File: src/rtl/xbf_pkg.sv
// ============================================================================
// xbf_pkg : shared constants, keep encodings and FSM states for the packer
// Revision: 1.0
// ============================================================================
`default_nettype none

package xbf_pkg;
  localparam int SUM_W    = 32;
  localparam int AXIS_W   = 128;
  localparam int KEEP_W   = AXIS_W / 8;
  localparam int ENTRY_W  = AXIS_W + KEEP_W + 1;

  localparam logic [KEEP_W-1:0] KEEP_FULL = 16'hFFFF;
  localparam logic [KEEP_W-1:0] KEEP_LOW  = 16'h00FF;
  localparam logic [KEEP_W-1:0] KEEP_NULL = 16'h0000;

  typedef enum logic [1:0] {
    ST_IDLE  = 2'd0,
    ST_RUN   = 2'd1,
    ST_FLUSH = 2'd2
  } state_t;
endpackage

`default_nettype wire

File: src/rtl/xbf_sync_fifo.sv
// ============================================================================
// xbf_sync_fifo : single-clock first-word-fall-through FIFO with level output
// Revision: 1.0
// ============================================================================
`default_nettype none

module xbf_sync_fifo #(
  parameter int WIDTH = 145,
  parameter int DEPTH = 16
) (
  input  logic                     clk,
  input  logic                     rstn,
  input  logic                     i_push,
  input  logic [WIDTH-1:0]         i_wdata,
  input  logic                     i_pop,
  output logic [WIDTH-1:0]         o_rdata,
  output logic                     o_full,
  output logic                     o_empty,
  output logic [$clog2(DEPTH):0]   o_level
);
  localparam int AW = $clog2(DEPTH);

  logic [WIDTH-1:0] r_mem [DEPTH];
  logic [AW-1:0]    r_wr;
  logic [AW-1:0]    r_rd;
  logic [AW:0]      r_level;
  logic             w_rd;
  logic             w_wr;

  assign o_full  = (r_level == (AW+1)'(DEPTH));
  assign o_empty = (r_level == '0);
  assign o_level = r_level;
  assign o_rdata = r_mem[r_rd];

  // A push into a full FIFO is legal when a pop frees the slot in the same cycle.
  assign w_rd = i_pop && !o_empty;
  assign w_wr = i_push && (!o_full || w_rd);

  always_ff @(posedge clk or negedge rstn) begin
    if (!rstn) begin
      r_wr    <= '0;
      r_rd    <= '0;
      r_level <= '0;
    end else begin
      if (w_wr) r_wr <= r_wr + 1'b1;
      if (w_rd) r_rd <= r_rd + 1'b1;
      case ({w_wr, w_rd})
        2'b10:   r_level <= r_level + 1'b1;
        2'b01:   r_level <= r_level - 1'b1;
        default: r_level <= r_level;
      endcase
    end
  end

  always_ff @(posedge clk) begin
    if (w_wr) r_mem[r_wr] <= i_wdata;
  end
endmodule

`default_nettype wire

File: src/rtl/xbf_beam_packer.sv
// ============================================================================
// xbf_beam_packer : packs complex beam sums in pairs into framed 128-bit AXIS
// beats with start/stop flush control and sticky overflow status.
// Revision: 1.0
// ============================================================================
`default_nettype none

module xbf_beam_packer #(
  parameter int SUM_W      = 32,
  parameter int FIFO_DEPTH = 16,
  parameter int CNT_W      = 16
) (
  input  logic                          clk,
  input  logic                          rstn,
  input  logic                          enable,
  input  logic [CNT_W-1:0]              pkt_beats,
  input  logic                          sum_valid,
  input  logic [SUM_W-1:0]              sum_r,
  input  logic [SUM_W-1:0]              sum_i,
  output logic [127:0]                  m_axis_tdata,
  output logic [15:0]                   m_axis_tkeep,
  output logic                          m_axis_tlast,
  output logic                          m_axis_tvalid,
  input  logic                          m_axis_tready,
  output logic                          overflow,
  input  logic                          clr_overflow,
  output logic [$clog2(FIFO_DEPTH):0]   fifo_level
);
  import xbf_pkg::*;

  localparam int SAMPLE_W = 2 * SUM_W;

  state_t                r_state;
  logic                  r_half_vld;
  logic [SAMPLE_W-1:0]   r_half;
  logic [CNT_W-1:0]      r_cnt;
  logic [CNT_W-1:0]      r_pkt;
  logic                  r_ovf;

  logic [SAMPLE_W-1:0]   w_sample;
  logic [CNT_W-1:0]      w_cnt_nxt;
  logic                  w_last;
  logic                  w_pop;
  logic                  w_can_push;
  logic                  w_push;
  logic                  w_drop;
  logic [ENTRY_W-1:0]    w_entry;
  logic [ENTRY_W-1:0]    w_rdata;
  logic                  w_full;
  logic                  w_empty;

  assign w_sample   = {sum_i, sum_r};
  assign w_cnt_nxt  = r_cnt + 1'b1;
  assign w_last     = (r_pkt != '0) && (w_cnt_nxt == r_pkt);
  assign w_pop      = m_axis_tvalid && m_axis_tready;
  assign w_can_push = !w_full || w_pop;
  assign w_drop     = (r_state == ST_RUN) && sum_valid && r_half_vld && !w_can_push;

  // Entry layout: {tdata, tkeep, tlast}.
  always_comb begin
    w_push  = 1'b0;
    w_entry = '0;
    case (r_state)
      ST_RUN: begin
        if (sum_valid && r_half_vld) begin
          w_push  = w_can_push;
          w_entry = {w_sample, r_half, KEEP_FULL, w_last};
        end
      end
      ST_FLUSH: begin
        if (r_half_vld) begin
          w_push  = w_can_push;
          w_entry = {{SAMPLE_W{1'b0}}, r_half, KEEP_LOW, 1'b1};
        end else if (r_cnt != '0) begin
          w_push  = w_can_push;
          w_entry = {{AXIS_W{1'b0}}, KEEP_NULL, 1'b1};
        end
      end
      default: ;
    endcase
  end

  always_ff @(posedge clk or negedge rstn) begin
    if (!rstn) begin
      r_state    <= ST_IDLE;
      r_half_vld <= 1'b0;
      r_half     <= '0;
      r_cnt      <= '0;
      r_pkt      <= '0;
      r_ovf      <= 1'b0;
    end else begin
      case (r_state)
        // Enable can only be high in IDLE if it rose since the last RUN ended.
        ST_IDLE: begin
          if (enable) begin
            r_state    <= ST_RUN;
            r_pkt      <= pkt_beats;
            r_cnt      <= '0;
            r_half_vld <= 1'b0;
          end
        end
        ST_RUN: begin
          if (sum_valid) begin
            if (!r_half_vld) begin
              r_half     <= w_sample;
              r_half_vld <= 1'b1;
            end else begin
              r_half_vld <= 1'b0;
              if (w_can_push) r_cnt <= w_last ? '0 : w_cnt_nxt;
            end
          end
          if (!enable) r_state <= ST_FLUSH;
        end
        ST_FLUSH: begin
          if ((!r_half_vld && r_cnt == '0) || w_can_push) begin
            r_half_vld <= 1'b0;
            r_cnt      <= '0;
            r_state    <= ST_IDLE;
          end
        end
        default: r_state <= ST_IDLE;
      endcase

      if (w_drop)            r_ovf <= 1'b1;
      else if (clr_overflow) r_ovf <= 1'b0;
    end
  end

  xbf_sync_fifo #(
    .WIDTH (ENTRY_W),
    .DEPTH (FIFO_DEPTH)
  ) u_fifo (
    .clk     (clk),
    .rstn    (rstn),
    .i_push  (w_push),
    .i_wdata (w_entry),
    .i_pop   (w_pop),
    .o_rdata (w_rdata),
    .o_full  (w_full),
    .o_empty (w_empty),
    .o_level (fifo_level)
  );

  assign m_axis_tvalid = !w_empty;
  assign m_axis_tdata  = w_empty ? '0 : w_rdata[ENTRY_W-1 -: AXIS_W];
  assign m_axis_tkeep  = w_empty ? '0 : w_rdata[KEEP_W:1];
  assign m_axis_tlast  = !w_empty && w_rdata[0];
  assign overflow      = r_ovf;
endmodule

`default_nettype wire
File: config.mk
export PLATFORM = sky130hd
export DESIGN_NAME = xbf_beam_packer
export DESIGN_NICKNAME = d
export VERILOG_FILES = /design/src/rtl/xbf_pkg.sv /design/src/rtl/xbf_sync_fifo.sv /design/src/rtl/xbf_beam_packer.sv
export SDC_FILE = /design/constraint.sdc
export NUM_CORES = 2
export LEC_CHECK = 0
export CORE_ASPECT_RATIO = 1.1
export CORE_MARGIN = 10
export CORE_UTILIZATION = 55
export DETAILED_ROUTE_END_ITERATION = 6
export PLACE_DENSITY = 0.75
export SYNTH_ARGS = -nofsm -noshare
export SYNTH_HDL_FRONTEND = slang
export SYNTH_SLANG_ARGS = --single-unit
export TNS_END_PERCENT = 30
File: constraint.sdc
create_clock -name clk -period 11.35 [get_ports clk]
set_input_delay 2.27 -clock clk [delete_from_list [all_inputs] [get_ports clk]]
set_output_delay 2.27 -clock clk [all_outputs]
set_load 0.01 [all_outputs]
==> flow_summary_export.csv <==
group,metric,value,unit
logic_synthesis,ys_top_cells_by_count,"edfxtp_1 (2096), mux4_2 (655), and2_1 (198)",
logic_synthesis,syn-cell-area,85600,sq um
floorplan,dieArea,172000,sq um
logic_synthesis,yosys.area.top_type_share,73.5,%
floorplan,row_count,151,
clock_network,cts_hold_buf,0,
hold_path,min-delay-start,"r_half[4]",
placement,io_buffers,237,
power,ir_drop,240,uV
layout,regArea,65800,sq um
worst_setup_path,critical_path_arrival,4.97,ns
logic_synthesis,synth_largest_area_cell,"edfxtp_1",
placement,place_ws,4.30,ns
worst_setup_path,startpoint_type,"flop",
logic_synthesis,synth_top_flop_cell,"edfxtp_1",
power,leakage,34.1,nW
global_route,antenna_found_initial,33,
clock_network,cts_buffers,200,
hold_path,min_path_type,"flop to flop",
logic_synthesis,synth_seq_cells,2209,
logic_synthesis,synth_area_per_cell,23.3,sq um
drt,vias_per_cell,6.55,
logic_synthesis,ys_async_sr_fraction,5.12,%
worst_setup_path,cpLargestDelayFamily,"buffers and inverters",
layout,finalInstanceArea,97200,sq um
worst_setup_path,regToRegStartpoint,"r_state[1]",
worst_setup_path,cp.required,9.08,ns
clock_network,insertion_delay,0.84,ns
layout,nets,4078,
power,clkPwrFrac,29.8,%
clock_network,root_buffer,"clkbuf_16",
floorplan,start_util,55.5,%
timing,worst_slew_margin_rel,24.9,%
placement,gp_congestion,0.843,
timing,max_freq,138,MHz
worst_setup_path,cpPeakStageDelay,0.74,ns
clock_network,clkTransAtPathRegs,0.06,ns
global_route,grt_max_degree,132,
logic_synthesis,synth_edf_count,2096,
layout,drive_above_1_share,27.6,%
logic_synthesis,synth_area_leaders,"edfxtp_1 (73%), mux4_2 (17%), dfrtp_1 (3.3%)",
worst_setup_path,worstSetupPathType,"flop to primary output",
timing,setup_tns,0,ns
worst_setup_path,path_buf_inv,3,
layout,filler_cell_count,9873,
worst_setup_path,crit_start,"u_fifo.r_rd[0]",
logic_synthesis,synth.net_count,3784,
power,p_int,16.2,mW
timing,fin_crit,7.24,ns
logic_synthesis,ys_seq_area_share,76.8,%
drt,first_pass_iters,6,
floorplan,fp.dieW,396,microns
global_route,grt_pass1_vias,42200,
clock_network,post_cts.repair.setup_buffers,0,
power,p_sw_share,28.6,%
drt,routed_wl,209,mm
timing,setup_violations,0,
placement,placed_area,90500,sq um
clock_network,clkSinkCount,2209,
floorplan,fp.coreArea,154000,sq um
job,cap_violations,0,
drt,postRouteAntennaNets,0,
global_route,track_usage,24.5,%
global_route,grt_first_pass_wirelength,304,mm
timing,worst_slew_pin_slew,1.13,ns
worst_setup_path,cp_max_fo,38,
power,powerDensity,234,nW/um^2
drt,drcViolationCount,0,
worst_setup_path,crit_chain,"buf_4 -> buf_4 -> mux4_2 -> mux4_2 -> and2_1 -> clkdlybuf4s50_1",
layout,area_growth,13.5,%
timing,fin_ws,4.11,ns
timing,finalHoldViolations,0,
drt,avgRoutedWirePerCell,33.6,microns
timing,period_share,63.8,%
timing,drv_slew,0,
floorplan,pin_count,238,
clock_network,tritoncts,"built",
logic_synthesis,syn_inst,3682,
logic_synthesis,ys_warn_count,0,
timing,grt_setup_unrepaired,"no",
floorplan,die_h,434,microns
power,comb_power_share,28.1,%
timing,skew,0.0400,ns
logic_synthesis,synth.most_common_cell,"edfxtp_1",
layout,multi_input_area,19000,sq um
clock_network,h-tree-depth,4,
clock_network,cts_buffer_depth,3,
drt,drt-initial-drc-count,5077,
clock_network,cts_resized,0,
drt,vias,40800,
logic_synthesis,ys_types,54,
global_route,overflow,0,
worst_setup_path,cp_slowest_cell,"dfrtp_4",
power,power_frac_seq,42.1,%
worst_setup_path,cp-end-kind,"primary output",
placement,dp_hpwl,117,mm
power,switchingPower,6.51,mW
status,status,"completed",
## power by group through the flow
stage | clock network [mW] | registers, mW | logic [mW]
finish | 6.77 | 9.57 | 6.39
floorplan | 0 | 9.48 | 4.25
CTS | 6.85 | 9.57 | 6.52
global placement | 0 | 9.73 | 6.42
global route | 7.15 | 9.60 | 6.79
detailed placement | 0 | 9.74 | 6.48
## cells in the final DEF (no fill, tap or decap), drive strengths merged, types with 65 or more instances in the layout
cell              n
clkdlybuf4s50   236
and2            198
edfxtp         2096
mux4            655
buf              79
dfrtp           113
mux2             83
clkbuf          261
and3             65
clkinv           80
## flip-flops by register name, summed over array words and instances (netlist names)
signal,flops
overflow,1
r_cnt,16
r_half,64
r_half_vld,1
r_pkt,16
r_state,2
u_fifo.o_level,5
u_fifo.r_mem,2096
u_fifo.r_rd,4
u_fifo.r_wr,4
## layout make-up
| class | instances | area share (%) |
|---|---|---|
| Antenna cell | 10 | 0.0257 |
| Clock buffer | 261 | 5.59 |
| Clock inverter | 115 | 1.27 |
| Inverter | 19 | 0.0734 |
| Multi-Input combinational cell | 1231 | 19.6 |
| Sequential cell | 2209 | 67.7 |
| Tap cell | 2065 | 2.66 |
| Timing Repair Buffer | 315 | 3.12 |
## per-stage QoR
stage          utilization, %  std cells  hold WS [ns]  power [mW]
2_1_floorplan               -       3682         0.471        13.7
4_1_cts                  63.0       6215         0.500        22.9
3_3_place_gp             58.6       5839         0.479        16.1
6_report                 63.0       6225         0.495        22.7
5_1_grt                  63.0       6215         0.516        23.5
3_5_place_dp             58.6       5839         0.485        16.2
## cell families (layout without fill, tap and decap cells)
logic type / count (synthesis) / after routing / share of synthesized area, %
other cells: 0 / 10 / 0
compound gates: 62 / 62 / 0.504
mux: 738 / 738 / 18.3
buf+inv: 242 / 710 / 1.16
simple gates: 380 / 380 / 2.64
flops: 2209 / 2209 / 76.8
xor+xnor: 35 / 35 / 0.358
fa+ha+maj: 16 / 16 / 0.234
## worst register-to-register path, delay by kind of cell, from the launching register on
family | cells | cell delay [ns]
flops | 1 | 0.40
simple gates | 3 | 0.89
fa+ha+maj | 1 | 0.35
buf+inv | 5 | 2.65
compound gates | 1 | 0.50
## metal layers
metal  vias up  part of all wire (%)  GRT usage, %  wire [microns]
li1      16100                     -             -               -
met1     21800                    37          33.2           77600
met2      2409                    49          38.8          102000
met3       397                    11          6.29           22100
met4        32                   3.5          9.16            7320
met5         -                  0.11             0             226
## final timing paths
check | to | slack, ns | cells after the start
max | m_axis_tdata[88] | 4.11 | 6
min | r_half[4] | 0.50 | 1
max reg2reg | u_fifo.r_mem[1][117] | 6.07 | 10
min reg2reg | r_half[4] | 0.50 | 1
max in group asynchronous | r_half[59] | 8.55 | 2
min in group asynchronous | u_fifo.o_level[2] | 1.44 | 1
(Power assumes the default switching activity.)
